<file path="src/rtl/serial_word_collector.sv">
// Serial-to-parallel collector: gathers WIDTH bits LSB first over a valid/ready
// handshake and presents the word with msb/zero/multi status on an output register.
module serial_word_collector #(
  parameter int WIDTH = 8,
  parameter int SEL_W = $clog2(WIDTH)
) (
  input  logic             clk,
  input  logic             reset,
  input  logic             in_valid,
  input  logic             in_bit,
  input  logic             in_start,
  output logic             in_ready,
  output logic [SEL_W-1:0] in_index,
  output logic             out_valid,
  input  logic             out_ready,
  output logic [WIDTH-1:0] out_values,
  output logic [SEL_W-1:0] out_msb,
  output logic             out_zero,
  output logic             out_multi
);

  localparam logic [0:0]       IDLE    = 1'b0;
  localparam logic [0:0]       COLLECT = 1'b1;
  localparam logic [SEL_W-1:0] LAST    = SEL_W'(WIDTH - 1);

  logic [0:0]       state;
  logic [SEL_W-1:0] index_q;
  logic [WIDTH-1:0] shift_q;
  logic [WIDTH-1:0] next_shift;
  logic             accept;
  logic             restart;
  logic             complete;

  function automatic logic [SEL_W-1:0] msb_of(input logic [WIDTH-1:0] w);
    msb_of = '0;
    for (int i = 0; i < WIDTH; i++)
      if (w[i]) msb_of = SEL_W'(i);
  endfunction

  // A completing beat stalls only while a held word is still unread.
  assign in_ready = !(state == COLLECT && index_q == LAST && out_valid && !out_ready);
  assign in_index = index_q;
  assign accept   = in_valid && in_ready;
  assign restart  = (state == IDLE) || in_start;
  assign complete = accept && !restart && (index_q == LAST);

  always_comb begin
    // NOTE: assign a default first so every path drives next_shift; otherwise a latch is inferred.
    next_shift = shift_q;
    if (restart) next_shift = {{(WIDTH-1){1'b0}}, in_bit};
    else         next_shift[index_q] = in_bit;
  end

  always_ff @(posedge clk) begin
    // NOTE: sequential state uses non-blocking assignments so all registers update from pre-edge values.
    if (reset) begin
      state      <= IDLE;
      index_q    <= '0;
      shift_q    <= '0;
      out_valid  <= 1'b0;
      out_values <= '0;
      out_msb    <= '0;
      out_zero   <= 1'b0;
      out_multi  <= 1'b0;
    end else begin
      if (accept) begin
        shift_q <= next_shift;
        if (complete) begin
          state   <= IDLE;
          index_q <= '0;
        end else begin
          state   <= COLLECT;
          index_q <= restart ? SEL_W'(1) : index_q + 1'b1;
        end
      end
      if (complete) begin
        out_valid  <= 1'b1;
        out_values <= next_shift;
        out_msb    <= msb_of(next_shift);
        out_zero   <= (next_shift == '0);
        out_multi  <= |(next_shift & (next_shift - 1'b1));
      end else if (out_valid && out_ready) begin
        out_valid  <= 1'b0;
      end
    end
  end

endmodule
</file>
<file path="config.mk">
export PLATFORM = sky130hd
export DESIGN_NAME = serial_word_collector
export DESIGN_NICKNAME = d
export VERILOG_FILES = /design/src/rtl/serial_word_collector.sv
export SDC_FILE = /design/constraint.sdc
export NUM_CORES = 1
export LEC_CHECK = 0
export CAP_MARGIN = 5
export CORE_ASPECT_RATIO = 1.75
export CORE_MARGIN = 2
export CORE_UTILIZATION = 40
export CTS_BUF_LIST = sky130_fd_sc_hd__clkbuf_4 sky130_fd_sc_hd__clkbuf_8
export CTS_CLUSTER_DIAMETER = 40
export DETAILED_ROUTE_END_ITERATION = 8
export DONT_BUFFER_PORTS = 1
export HOLD_SLACK_MARGIN = 0.05
export SYNTH_ARGS = -nofsm -noshare
export SYNTH_HDL_FRONTEND = slang
export SYNTH_SLANG_ARGS = --single-unit
</file>
<file path="constraint.sdc">
create_clock -name clk -period 2.6 [get_ports clk]
set_clock_uncertainty 0.05 [all_clocks]
set_input_delay 0.78 -clock clk [delete_from_list [all_inputs] [get_ports clk]]
set_output_delay 0.78 -clock clk [all_outputs]
set_load 0.02 [all_outputs]
</file>
After elaboration in Yosys (flattened, before gate mapping). Cells that the tools add are included.

Add/subtract/negate cells: 2. Magnitude comparators: 2. Equal/unequal tests: 1. Muxes and demuxes: 16. Bitwise gates (word level): 2. Reductions and logical operators: 15.

Operators with widths (count): 2-to-1 mux 3 bit (8); bitwise AND 8 bit (1); bitwise mux 8 bit (1); logical AND 1 bit (8); zero test 8 bit (1); 2-to-1 mux 8 bit (1); OR reduction 8 bit (1); subtractor 8 x 1 -> 8 bit, second input constant (1); 2-to-1 mux 1 bit (5); less-than comparator 3 x 4 -> 1 bit, second input constant (1); adder 3 x 1 -> 3 bit, second input constant (1); demux 1 bit (select 3 bit) (1); equality test 3 bit, second input constant (1); >= comparator 3 x 1 -> 1 bit, second input constant (1); zero test 1 bit (3); nonzero test 2 bit (1); logical OR 1 bit (1); inverter 1 bit (1).

Register bits after elaboration: 26. Input bits: 6. Output and inout port bits: 18.

Logic depth before layout (Yosys ltp).
Word-level depth: 13. Depth in mapped cells: 8. Mapped depth without buffers: 8.

Worst setup path before layout. Ideal clock, no wire load.

Kind: in2reg. From: input in_bit. To: register out_zero. Library setup time: 0.070 ns. Arrival: 2.202 ns. Data required time: 2.480 ns. Path slack: 0.277 ns. Stages: 6. Cell sequence: buf_2 or4b_1 o21ai_1 o32ai_1 or4_1 a21oi_1.

Cells in the longest elaborated chain, start to end: 3.

Ends and longest elaborated chain: start: declaration (line 10) `input logic in_bit,`; bitwise mux 8 bit (line 51) `else next_shift[index_q] = in_bit;`; 2-to-1 mux 8 bit (*) (line 50) `if (restart) next_shift = {{(WIDTH-1){1'b0}}, in_bit};`; zero test 8 bit (*) (line 80) `out_zero <= (next_shift == '0);`; end signal: assignment (line 80); end: declaration (line 18) `output logic out_zero,`.

Mark *: on every way between the ends. The rest lies on a longest branch, timed or not. A chain may end at the register's enable or synchronous reset.

Worst setup path after layout.
From: register index_q[2] (netlist: in_index[2]). To: register out_multi.

Cells in the longest elaborated chain, start to end: 9. Elaborated cells on any way between the ends: 18. Those cells by class: add/sub (1); order compare (2); eq/ne (1); mux (4); bitwise (1); reduce/logical (9).

Ends and longest elaborated chain: start: declaration (line 27) `logic [SEL_W-1:0] index_q;`; start signal: assignment (line 73) `index_q <= restart ? SEL_W'(1) : index_q + 1'b1;`; less-than comparator 3 x 4 -> 1 bit (not written as such) / >= comparator 3 x 1 -> 1 bit (equally long branches) (line 51); logical AND 1 bit (not written as such) (line 51); 2-to-1 mux 1 bit (not written as such) (line 51); demux 1 bit (select 3 bit) (line 51); bitwise mux 8 bit (line 51); 2-to-1 mux 8 bit (line 50); subtractor 8 x 1 -> 8 bit (line 81) `out_multi <= |(next_shift & (next_shift - 1'b1));`; bitwise AND 8 bit (line 81); OR reduction 8 bit (line 81); end signal: assignment (line 81); end: declaration (line 19) `output logic out_multi`.

Parallel ways exist; a longest one is shown, timed or not.

==> run summary <==
Vias per cell = 6.00
Skew-Pair Late Insertion Delay = 0.27 ns
Top FF cell, synth = dfxtp_1
Sequential fraction of the synthesis area = 34.1%
WL/cell = 16.2 um
Most instantiated cells after synthesis = 37 x nand2_1, 26 x dfxtp_1, 23 x nor2_1
Top-count cell post-synth = nand2_1
Pwr dens = 425 mW/mm^2
Final setup violation count = 0
Clock Sinks = 26
Core Util, Final = 44.5%
Port Buffers = 0
Asr flop ratio synth = 0%
Global placer's final weighted congestion = 0.823
Status = finished clean
Final Max Slew Viols = 0
Max Cap Violations = 0
CP Capture Type = flip-flop
Clk root buf = clkbuf_8
Final WL = 4030 um
Post-route ant nets = 0
Fin worst setup slack = 0.362 ns
Core area = 0.00363 sq mm
Path type of the worst setup path = reg2reg
Pin count of the biggest net entering global routing = 26
Max rail drop VDD = 394 uV
Syn Nets = 213
Fmax achieved = 0.447 GHz
Critical path's slowest cell = dfxtp_1
Static Leak = 0.551 nW
CTS buffer count = 3
Total setup buffers inserted after CTS = 0
CP peak stage delay = 0.53 ns
Hold slack final = 0.441 ns
Yosys top cell by area = dfxtp_1
DP HPWL = 2850 um
I/O pin cnt = 24
Final hold vios = 0
Die height = 85.7 um
Cells along the critical path = ha_1 -> nand2_1 -> or3_1 -> a211oi_1 -> buf_4 -> nand3_1 -> o211ai_1 -> nand3_1
First-pass GRT wire length = 6560 um
Fin crit period = 2.24 ns
Yosys warning total = 0
CP required = 2.70 ns
Drt initial violations = 50
Total power = 0.000686 W
GRT Residual Overflow = 0
Setup TNS = 0 ns
Synth Register Bits = 26
Die Wd = 50.7 um
Bufs on Longest Clock Path = 2
Detailed Routing Iterations Pass 1 = 4
Most common cell on crit path = nand3_1
Starting Density = 42.0%
Syn Std Cell Area = 0.00153 sq mm
Fin crit share = 86.1%
Bufs and invs on worst path = 1
HP Class = reg2reg
# diodes = 0
Reg clk slew, reported paths = 0.09 ns
Area grow syn2layout = 5.91%
Drt drc = 0
H-tree levels = 1
Post-synth EDFFs = 0
Setup WS pre-CTS = 0.264 ns
Post-cts hold buffer count = 0
Post-cts resize count = 0
Vias in the first global route = 1435
Critical Path Start Type = flip-flop
TritonCTS clock tree = built
# nets final = 212
Avg Cell Area, Syn = 7.44 sq um
Die area = 0.00434 sq mm
Initial antenna violation count = 0
Arrival @ worst endpoint = 2.34 ns
Synth top area share = 34.1%
Worst path top cell family by delay = simple AND/OR/NAND/NOR gates
FILL cells = 386
Std-Cell Rows = 29
Mapped Cells = 205
Share of cells above drive strength 1 = 8.42%
Total GRT Usage = 19.6%
RSZ-0062 raised after global routing = no
Worst rel slew slack = 65.7%
Vias = 1489
R2r setup slk = 0.36 ns
CP max FO = 10
Largest cells by area after synthesis = dfxtp_1 34%, nand2_1 9.1%, a21oi_1 7.2%, nor2_1 5.7%, nor3_1 3.6%
Number of unique standard cell types used by synthesis = 45
Slew of the pin with the lowest slew margin = 0.515 ns
==> cells in the final DEF (no fill, tap or decap), types with 4 or more instances in the layout <==
| cell type | netlist | layout |
|---|---|---|
| nor3_1 | 11 | 11 |
| buf_4 | 1 | 10 |
| nor2b_1 | 5 | 5 |
| a21oi_1 | 22 | 22 |
| nand3_1 | 8 | 8 |
| and2_1 | 4 | 4 |
| mux2i_1 | 4 | 4 |
| nor2_1 | 23 | 23 |
| dfxtp_1 | 26 | 26 |
| nand2_1 | 37 | 37 |
==> cell families after synthesis <==
family,Yosys count,synth area share [%]
AOI/OAI and AO/OA,49,20.8
adders and majority gates,2,1.64
buffers and inverters,18,5.99
DFF,26,34.1
muxes,7,4.84
and+or+nand+nor,103,32.6
==> through the flow <==
stage | instances | instance area, sq um
floorplan | 205 | 1530
global placement | 245 | 1570
detailed placement | 245 | 1570
CTS | 248 | 1620
global route | 248 | 1620
finish | 248 | 1620
==> worst reg2reg max path: cells and delay by family (launching register included) <==
kind,cells,cell delay [ns]
buffers and inverters,1,0.17
flip-flops,1,0.53
AND/OR/NAND/NOR,4,0.69
AO/OA/AOI/OAI,2,0.43
adder cells (fa/ha/maj),1,0.27
==> worst paths after layout <==
kind                                               start                 endpoint  cells past startpoint
worst max-delay path            in_index[2]$_SDFFE_PP0N_   out_multi$_SDFFE_PP0N_                      8
worst min-delay path             shift_q[6]$_SDFFE_PP0N_  shift_q[6]$_SDFFE_PP0N_                      2
worst max register to register  in_index[2]$_SDFFE_PP0N_   out_multi$_SDFFE_PP0N_                      8
worst min register to register   shift_q[6]$_SDFFE_PP0N_  shift_q[6]$_SDFFE_PP0N_                      2
==> power breakdown <==
| group | switching, W | leakage, nW | total [W] | internal (W) |
|---|---|---|---|---|
| registers | 0.00000318 | 0.210 | 0.000405 | 0.000401 |
| clock network | 0.000123 | 0.0216 | 0.000227 | 0.000104 |
| logic | 0.0000355 | 0.319 | 0.0000547 | 0.0000193 |
| total | 0.000162 | 0.551 | 0.000686 | 0.000525 |
==> layer usage <==
layer	track usage [%]	vias up	wire [um]
li1	-	721	-
met1	22.7	718	1600
met2	34.0	44	2130
met3	3.48	6	230
met4	9.34	0	63
met5	0	-	0
==> flip-flops by register name, indices dropped and copies added, names as in the netlist <==
name,cells
state,1
out_multi,1
out_msb,3
in_index,3
out_zero,1
shift_q,8
out_valid,1
out_values,8
==> layout make-up <==
type	instances	area [sq um]	area share, %
Clock buffer	3	41.3	2.56
Inverter	2	7.51	0.465
Multi-Input combinational cell	161	913	56.5
Sequential cell	26	520	32.2
Tap cell	46	57.6	3.56
Timing Repair Buffer	10	75.1	4.65
(Power assumes the default switching activity.)
